### config.mk
export PLATFORM = sky130hd
export DESIGN_NAME = vector_mem_sequencer_flat
export DESIGN_NICKNAME = d
export VERILOG_FILES = /design/src/rtl/vector_mem_sequencer_if.sv /design/src/rtl/vector_mem_sequencer.sv /design/src/flat_wrapper.sv
export SDC_FILE = /design/constraint.sdc
export NUM_CORES = 1
export LEC_CHECK = 0
export CAP_MARGIN = 20
export CORE_MARGIN = 3
export CORE_UTILIZATION = 58
export DETAILED_ROUTE_END_ITERATION = 12
export HOLD_SLACK_MARGIN = 0.12
export PLACE_DENSITY = 0.83
export SLEW_MARGIN = 20
export SYNTH_ARGS = -nofsm -noshare
export SYNTH_HDL_FRONTEND = slang
export SYNTH_SLANG_ARGS = --single-unit
### constraint.sdc
create_clock -name clk -period 30.9 [get_ports clk]
set_clock_uncertainty 0.05 [all_clocks]
set_input_delay 6.18 -clock clk [delete_from_list [all_inputs] [get_ports clk]]
set_output_delay 6.18 -clock clk [all_outputs]
set_load 0.05 [all_outputs]
### src/rtl/vector_mem_sequencer_if.sv
// Memory-side bus of the vector sequencer: two byte-wide sync-RAM ports (A/B).
// master: the sequencer drives addresses, write data and enables, and receives read data.
// slave : the data memory consumes the requests and returns read data one cycle after re.
interface vector_mem_sequencer_if #(
    parameter int ADDR_W = 16
);
    logic [ADDR_W-1:0] mem_addr_a;
    logic [ADDR_W-1:0] mem_addr_b;
    logic [7:0]        mem_wdata_a;
    logic [7:0]        mem_wdata_b;
    logic              mem_we_a;
    logic              mem_we_b;
    logic              mem_re_a;
    logic              mem_re_b;
    logic [7:0]        mem_rdata_a;
    logic [7:0]        mem_rdata_b;

    modport master (
        output mem_addr_a, mem_addr_b, mem_wdata_a, mem_wdata_b,
        output mem_we_a, mem_we_b, mem_re_a, mem_re_b,
        input  mem_rdata_a, mem_rdata_b
    );

    modport slave (
        input  mem_addr_a, mem_addr_b, mem_wdata_a, mem_wdata_b,
        input  mem_we_a, mem_we_b, mem_re_a, mem_re_b,
        output mem_rdata_a, mem_rdata_b
    );
endinterface

### src/rtl/vector_mem_sequencer.sv
// Splits one vector load/store into LANES/2 two-byte beats over the dual-port data memory.
// Latency: store done at T+LANES/2+1, load done at T+LANES/2+2 (request seen at T).
// Backpressure: stall is raised combinationally in the request cycle and held until DONE.
// Ports: clk/reset (async, active-high); req_store/req_load/base_addr/store_data from the
// memory stage; stall/done/busy/load_data back to the pipeline; mem = memory bus (master).
// Optional macro VSEQ_PERF_COUNTER_EN adds perf_busy_cycles/perf_ops saturating counters.
module vector_mem_sequencer #(
    parameter int ADDR_W = 16,
    parameter int LANES  = 16
) (
    input  logic                 clk,
    input  logic                 reset,
    input  logic                 req_store,
    input  logic                 req_load,
    input  logic [ADDR_W-1:0]    base_addr,
    input  logic [8*LANES-1:0]   store_data,
    output logic                 stall,
    output logic                 done,
    output logic                 busy,
    output logic [8*LANES-1:0]   load_data,
    vector_mem_sequencer_if.master mem
`ifdef VSEQ_PERF_COUNTER_EN
    ,
    output logic [15:0]          perf_busy_cycles,
    output logic [15:0]          perf_ops
`endif
);

    localparam int BEATS = LANES / 2;
    localparam int KW    = (BEATS > 1) ? $clog2(BEATS) : 1;

    typedef enum logic [2:0] {
        S_IDLE,
        S_STORE,
        S_LOAD,
        S_LOAD_DRAIN,
        S_DONE
    } state_t;

    state_t state, state_nxt;

    logic [KW-1:0]      beat;
    logic [KW-1:0]      beat_nxt;
    logic [KW-1:0]      cap_idx;
    logic               last_beat;
    logic [ADDR_W-1:0]  base_q;
    logic [8*LANES-1:0] data_q;
    logic [8*LANES-1:0] asm_q;
    logic [8*LANES-1:0] asm_merged;
    logic [ADDR_W-1:0]  addr_nxt;

    logic [ADDR_W-1:0]  addr_a_q, addr_b_q;
    logic [7:0]         wdata_a_q, wdata_b_q;
    logic               we_a_q, we_b_q, re_a_q, re_b_q;

    assign last_beat = (beat == KW'(BEATS - 1));
    assign beat_nxt  = beat + KW'(1);
    assign addr_nxt  = base_q + ADDR_W'({beat_nxt, 1'b0});

    // Read data arriving now belongs to the beat issued one cycle earlier; in the drain
    // cycle the counter was left on the last beat, so no adjustment is needed there.
    assign cap_idx = (state == S_LOAD_DRAIN) ? beat : (beat - KW'(1));

    always_comb begin
        asm_merged = asm_q;
        asm_merged[{cap_idx, 4'd0} +: 16] = {mem.mem_rdata_b, mem.mem_rdata_a};
    end

    // ---------------- FSM ----------------
    always_ff @(posedge clk or posedge reset) begin
        if (reset) state <= S_IDLE;
        else       state <= state_nxt;
    end

    always_comb begin
        state_nxt = state;
        stall     = 1'b0;
        done      = 1'b0;
        busy      = (state != S_IDLE);
        case (state)
            S_IDLE: begin
                if (req_store) begin
                    state_nxt = S_STORE;
                    stall     = 1'b1;
                end else if (req_load) begin
                    state_nxt = S_LOAD;
                    stall     = 1'b1;
                end
            end
            S_STORE: begin
                stall = 1'b1;
                if (last_beat) state_nxt = S_DONE;
            end
            S_LOAD: begin
                stall = 1'b1;
                if (last_beat) state_nxt = S_LOAD_DRAIN;
            end
            S_LOAD_DRAIN: begin
                stall     = 1'b1;
                state_nxt = S_DONE;
            end
            S_DONE: begin
                done      = 1'b1;
                state_nxt = S_IDLE;
            end
            default: state_nxt = S_IDLE;
        endcase
    end

    // ---------------- Datapath ----------------
    // Memory outputs are registered: beat k is presented during the k-th cycle after the
    // request, so beat 0 is issued straight from the live request inputs.
    always_ff @(posedge clk or posedge reset) begin
        if (reset) begin
            beat      <= '0;
            base_q    <= '0;
            data_q    <= '0;
            asm_q     <= '0;
            load_data <= '0;
            addr_a_q  <= '0;
            addr_b_q  <= '0;
            wdata_a_q <= '0;
            wdata_b_q <= '0;
            we_a_q    <= 1'b0;
            we_b_q    <= 1'b0;
            re_a_q    <= 1'b0;
            re_b_q    <= 1'b0;
        end else begin
            we_a_q <= 1'b0;
            we_b_q <= 1'b0;
            re_a_q <= 1'b0;
            re_b_q <= 1'b0;
            case (state)
                S_IDLE: begin
                    if (req_store || req_load) begin
                        base_q   <= base_addr;
                        beat     <= '0;
                        addr_a_q <= base_addr;
                        addr_b_q <= base_addr + ADDR_W'(1);
                        if (req_store) begin
                            data_q    <= store_data;
                            wdata_a_q <= store_data[7:0];
                            wdata_b_q <= store_data[15:8];
                            we_a_q    <= 1'b1;
                            we_b_q    <= 1'b1;
                        end else begin
                            re_a_q <= 1'b1;
                            re_b_q <= 1'b1;
                        end
                    end
                end
                S_STORE: begin
                    if (!last_beat) begin
                        beat      <= beat_nxt;
                        addr_a_q  <= addr_nxt;
                        addr_b_q  <= addr_nxt + ADDR_W'(1);
                        wdata_a_q <= data_q[{beat_nxt, 4'd0} +: 8];
                        wdata_b_q <= data_q[{beat_nxt, 4'd0} + 8 +: 8];
                        we_a_q    <= 1'b1;
                        we_b_q    <= 1'b1;
                    end
                end
                S_LOAD: begin
                    if (beat != '0) asm_q <= asm_merged;
                    if (!last_beat) begin
                        beat     <= beat_nxt;
                        addr_a_q <= addr_nxt;
                        addr_b_q <= addr_nxt + ADDR_W'(1);
                        re_a_q   <= 1'b1;
                        re_b_q   <= 1'b1;
                    end
                end
                S_LOAD_DRAIN: begin
                    asm_q     <= asm_merged;
                    load_data <= asm_merged;
                end
                S_DONE: beat <= '0;
                default: ;
            endcase
        end
    end

    assign mem.mem_addr_a  = addr_a_q;
    assign mem.mem_addr_b  = addr_b_q;
    assign mem.mem_wdata_a = wdata_a_q;
    assign mem.mem_wdata_b = wdata_b_q;
    assign mem.mem_we_a    = we_a_q;
    assign mem.mem_we_b    = we_b_q;
    assign mem.mem_re_a    = re_a_q;
    assign mem.mem_re_b    = re_b_q;

`ifdef VSEQ_PERF_COUNTER_EN
    always_ff @(posedge clk or posedge reset) begin
        if (reset) begin
            perf_busy_cycles <= '0;
            perf_ops         <= '0;
        end else begin
            if (stall && (perf_busy_cycles != 16'hFFFF)) perf_busy_cycles <= perf_busy_cycles + 16'd1;
            if (done && (perf_ops != 16'hFFFF))          perf_ops         <= perf_ops + 16'd1;
        end
    end
`endif

endmodule

### src/flat_wrapper.sv
// flat-port wrapper written by rule: the top's interface ports become plain ports
module vector_mem_sequencer_flat 
#(
    parameter int ADDR_W = 16,
    parameter int LANES  = 16
)
  (clk, reset, req_store, req_load, base_addr, store_data, stall, done, busy, load_data, mem_mem_addr_a, mem_mem_addr_b, mem_mem_wdata_a, mem_mem_wdata_b, mem_mem_we_a, mem_mem_we_b, mem_mem_re_a, mem_mem_re_b, mem_mem_rdata_a, mem_mem_rdata_b);
  vector_mem_sequencer_if #(.ADDR_W(ADDR_W)) mem_i ();
  input  logic clk;
  input  logic reset;
  input  logic req_store;
  input  logic req_load;
  input  logic [ADDR_W-1:0] base_addr;
  input  logic [8*LANES-1:0] store_data;
  output logic stall;
  output logic done;
  output logic busy;
  output logic [8*LANES-1:0] load_data;
  output wire logic [$bits(mem_i.mem_addr_a)-1:0] mem_mem_addr_a;
  output wire logic [$bits(mem_i.mem_addr_b)-1:0] mem_mem_addr_b;
  output wire logic [$bits(mem_i.mem_wdata_a)-1:0] mem_mem_wdata_a;
  output wire logic [$bits(mem_i.mem_wdata_b)-1:0] mem_mem_wdata_b;
  output wire logic [$bits(mem_i.mem_we_a)-1:0] mem_mem_we_a;
  output wire logic [$bits(mem_i.mem_we_b)-1:0] mem_mem_we_b;
  output wire logic [$bits(mem_i.mem_re_a)-1:0] mem_mem_re_a;
  output wire logic [$bits(mem_i.mem_re_b)-1:0] mem_mem_re_b;
  input wire logic [$bits(mem_i.mem_rdata_a)-1:0] mem_mem_rdata_a;
  input wire logic [$bits(mem_i.mem_rdata_b)-1:0] mem_mem_rdata_b;
  assign mem_mem_addr_a = mem_i.mem_addr_a;
  assign mem_mem_addr_b = mem_i.mem_addr_b;
  assign mem_mem_wdata_a = mem_i.mem_wdata_a;
  assign mem_mem_wdata_b = mem_i.mem_wdata_b;
  assign mem_mem_we_a = mem_i.mem_we_a;
  assign mem_mem_we_b = mem_i.mem_we_b;
  assign mem_mem_re_a = mem_i.mem_re_a;
  assign mem_mem_re_b = mem_i.mem_re_b;
  assign mem_i.mem_rdata_a = mem_mem_rdata_a;
  assign mem_i.mem_rdata_b = mem_mem_rdata_b;
  vector_mem_sequencer #(.ADDR_W(ADDR_W), .LANES(LANES)) u_core (.clk(clk), .reset(reset), .req_store(req_store), .req_load(req_load), .base_addr(base_addr), .store_data(store_data), .stall(stall), .done(done), .busy(busy), .load_data(load_data), .mem(mem_i));
endmodule
==> out/results.tsv <==
stage	metric	value	unit
timing	Slew HR	26.9	%
setup_path	CP Class	in -> out	
final_layout	Final Non-Filler Cells	2558	
power	cell area power density	132	nW/um2
setup_path	slowest stage cell, crit path	clkdlybuf4s50_1	
placement	GP Congestion	0.857	
timing	Final setup viols	0	
clocking	postcts setup bufs	0	
drt	drt wl/cell	20.7	um
clocking	Hold-fix buffers, CTS	0	
global_routing	largest net degree at the start of global routing	178	
final_layout	Layout Nets	2240	
setup_path	cells along the critical path	clkdlybuf4s50_1, nor2_1, a21oi_1, clkdlybuf4s50_1	
timing	fin crit share	45.4	%
setup_path	Worst Path Max Fanout	6	
floorplan	Die Width	194	um
clocking	clk buf depth	3	
final_layout	share of cells above drive strength 1	17.3	%
timing	Max Fclk	71.2	MHz
yosys	Synth Instances	1788	
global_routing	first-pass GRT wire length	83600	um
clocking	htree depth	2	
clocking	CTS tree	yes	
floorplan	Initial Utilization	59.0	%
clocking	clock latency on the worst-skew pair	0.54	ns
placement	# placed instances	2470	
floorplan	Die ar.	37600	um2
setup_path	Startpoint Class	input port	
worst_hold_path	Worst Hold Launch	u_core.mem.mem_addr_a[15]$_DFFE_PP0P_	
floorplan	die height	194	um
timing	RSZ-0062 raised after global routing	false	
yosys	cell type with the largest total area after synthesis	dfrtp_1	
timing	fin. max-slew vios	0	
clocking	clock sinks	456	
setup_path	Setup crit start	req_store	
timing	Final min period	14.04	ns
clocking	CTS root buffer	clkbuf_16	
timing	Final Hold Fails	0	
yosys	unique cell type count in the Yosys netlist	59	
yosys	Seq/Total Area, Yosys	55.7	%
clocking	Clk pin slew, worst setup/hold paths	0.06	ns
floorplan	Cell Rows	68	
yosys	post-synth top area share	55.7	%
yosys	Syn Area/Cell	11.5	um2
yosys	syn nets	1963	
timing	TNS Setup	0	ns
setup_path	CP endpoint kind	primary output	
clocking	Num CTS Buffers	46	
flow_run	max_cap viols	0	
power	Max IR drop VDD	0.100	mV
drt	DRT antenna net count	0	
global_routing	vias in the first global route	15257	
setup_path	RR Startpoint	u_core.beat[0]$_DFFE_PP0P_	
placement	Detail Placement HPWL	35500	um
placement	Port-buffer cells	346	
drt	vias per inst	5.78	
final_layout	area grow syn2layout	25.2	%
setup_path	Crit path top cell by count	clkdlybuf4s50_1	
outcome	status	completed	
setup_path	WP data required	24.67	ns
clocking	CTS resizes	0	
global_routing	initial antenna violation count	7	
final_layout	most common cell after layout, fill and taps aside	dfrtp_1	
yosys	asr flop ratio synth	100	%
yosys	Ys Warns	0	
floorplan	IO Count	347	
worst_hold_path	Hold Crit Class	reg -> reg	
setup_path	worst path arrival time	7.81	ns
yosys	Post-Syn Area	20500	um2
power	LEAKAGE	11.6	nW
floorplan	Core Box Area	34700	um2
drt	total wire length	52900	um
drt	First-pass DRT Iterations	5	
yosys	prevailing post-synth register cell	dfrtp_1	
drt	initial drt markers	1030	
final_layout	most frequent cells in the layout	455 x dfrtp_1, 346 x clkdlybuf4s50_1, 320 x nand2_1, 242 x o21ai_0, 213 x mux2_2	
yosys	Synth Register Bits	456	
drt	Via Count	14795	
setup_path	CP peak stage delay	0.83	ns
yosys	EDFF count, synth	0	
global_routing	grt total ovfl	0	
drt	DRC Markers	0	
timing	Worst-Margin Slew	1.10	ns
global_routing	gr usage total	27.6	%
yosys	synth top area cells	dfrtp_1 56%, mux2_2 12%, o21ai_0 5.9%	
-- routing by layer --
layer / wire length [um] / track usage [%] / share of wire (%) / vias up
met4: 2110 / 11.1 / 4.0 / 4
li1: - / - / - / 6759
met5: 21 / 0 / 0.040 / -
met2: 25300 / 43.8 / 48 / 514
met3: 3480 / 5.94 / 6.6 / 120
met1: 22000 / 37.7 / 42 / 7398
-- cell usage after synthesis (11+ instances only) --
cell type and instances:
dfrtp_1 456, nand2_1 321, o21ai_0 242, mux2_2 213
mux2i_1 114, clkbuf_1 111, a21oi_1 50, nor2_1 46
mux4_2 32, inv_1 17, xnor2_1 17, and3_1 16
nand3_1 14, nor3_1 11
-- flip-flops by register name (all words and copies together) (netlist names) --
register,flops
u_core.mem.mem_re_a,1
u_core.asm_q,128
u_core.load_data,128
u_core.mem.mem_wdata_a,8
u_core.mem.mem_addr_a,16
u_core.base_q,16
u_core.data_q,128
u_core.mem.mem_we_a,1
u_core.mem.mem_addr_b,16
u_core.beat,3
u_core.mem.mem_wdata_b,8
u_core.state,3
-- cell families after synthesis --
logic type                 share of synthesized area, %
buffers and inverters                              2.99
muxes                                              21.6
DFF                                                55.7
AOI/OAI and AO/OA                                  8.54
and+or+nand+nor                                    9.43
adders and majority gates                         0.708
xor gates and xnor gates                           1.02
-- worst paths after layout --
kind | end | slack (ns) | cells after the start
worst min register to register | u_core.mem.mem_addr_a[15]$_DFFE_PP0P_ | 0.42 | 2
max in group asynchronous | u_core.asm_q[33]$_DFFE_PP0P_ | 22.26 | 5
worst max register to register | u_core.mem.mem_addr_b[14]$_DFFE_PP0P_ | 25.58 | 13
worst max-delay path | stall | 16.86 | 4
worst min-delay path | u_core.mem.mem_addr_a[15]$_DFFE_PP0P_ | 0.42 | 2
min in group asynchronous | u_core.mem.mem_addr_b[0]$_DFFE_PP0P_ | 5.99 | 2
-- power breakdown --
group          internal, mW  switching [mW]  leakage, nW
Combinational         0.700            1.07         5.57
Sequential            0.897           0.180         5.34
Clock                 0.311           0.226        0.711
-- worst max-delay path: cells and delay by family --
kind / cells / cell delay, ns
AO/OA/AOI/OAI: 1 / 0.13
buffers and inverters: 2 / 1.41
AND/OR/NAND/NOR: 1 / 0.10
-- stage by stage --
step	hold WS, ns	power, mW	utilization (%)	area, um2	worst slack [ns]
2_1_floorplan	0.400	2.31	-	20500	11.96
3_3_place_gp	0.409	2.78	69.5	24100	16.89
3_5_place_dp	0.412	2.84	69.5	24100	16.89
4_1_cts	0.427	3.40	73.7	25600	16.88
5_1_grt	0.453	3.59	73.9	25700	16.81
6_report	0.423	3.39	73.9	25700	16.86
-- area by class of cell --
class / instances / area, um2
well taps: 455 / 569
clock inverters: 13 / 129
clock buffers: 68 / 1310
repair buffers: 363 / 3650
flip-flops and latches: 456 / 11400
fillers: 2330 / 9050
inverters: 17 / 71.3
multi-input cells: 1181 / 8500
diodes: 5 / 12.5
No activity file was read; power rests on OpenSTA's default activity.
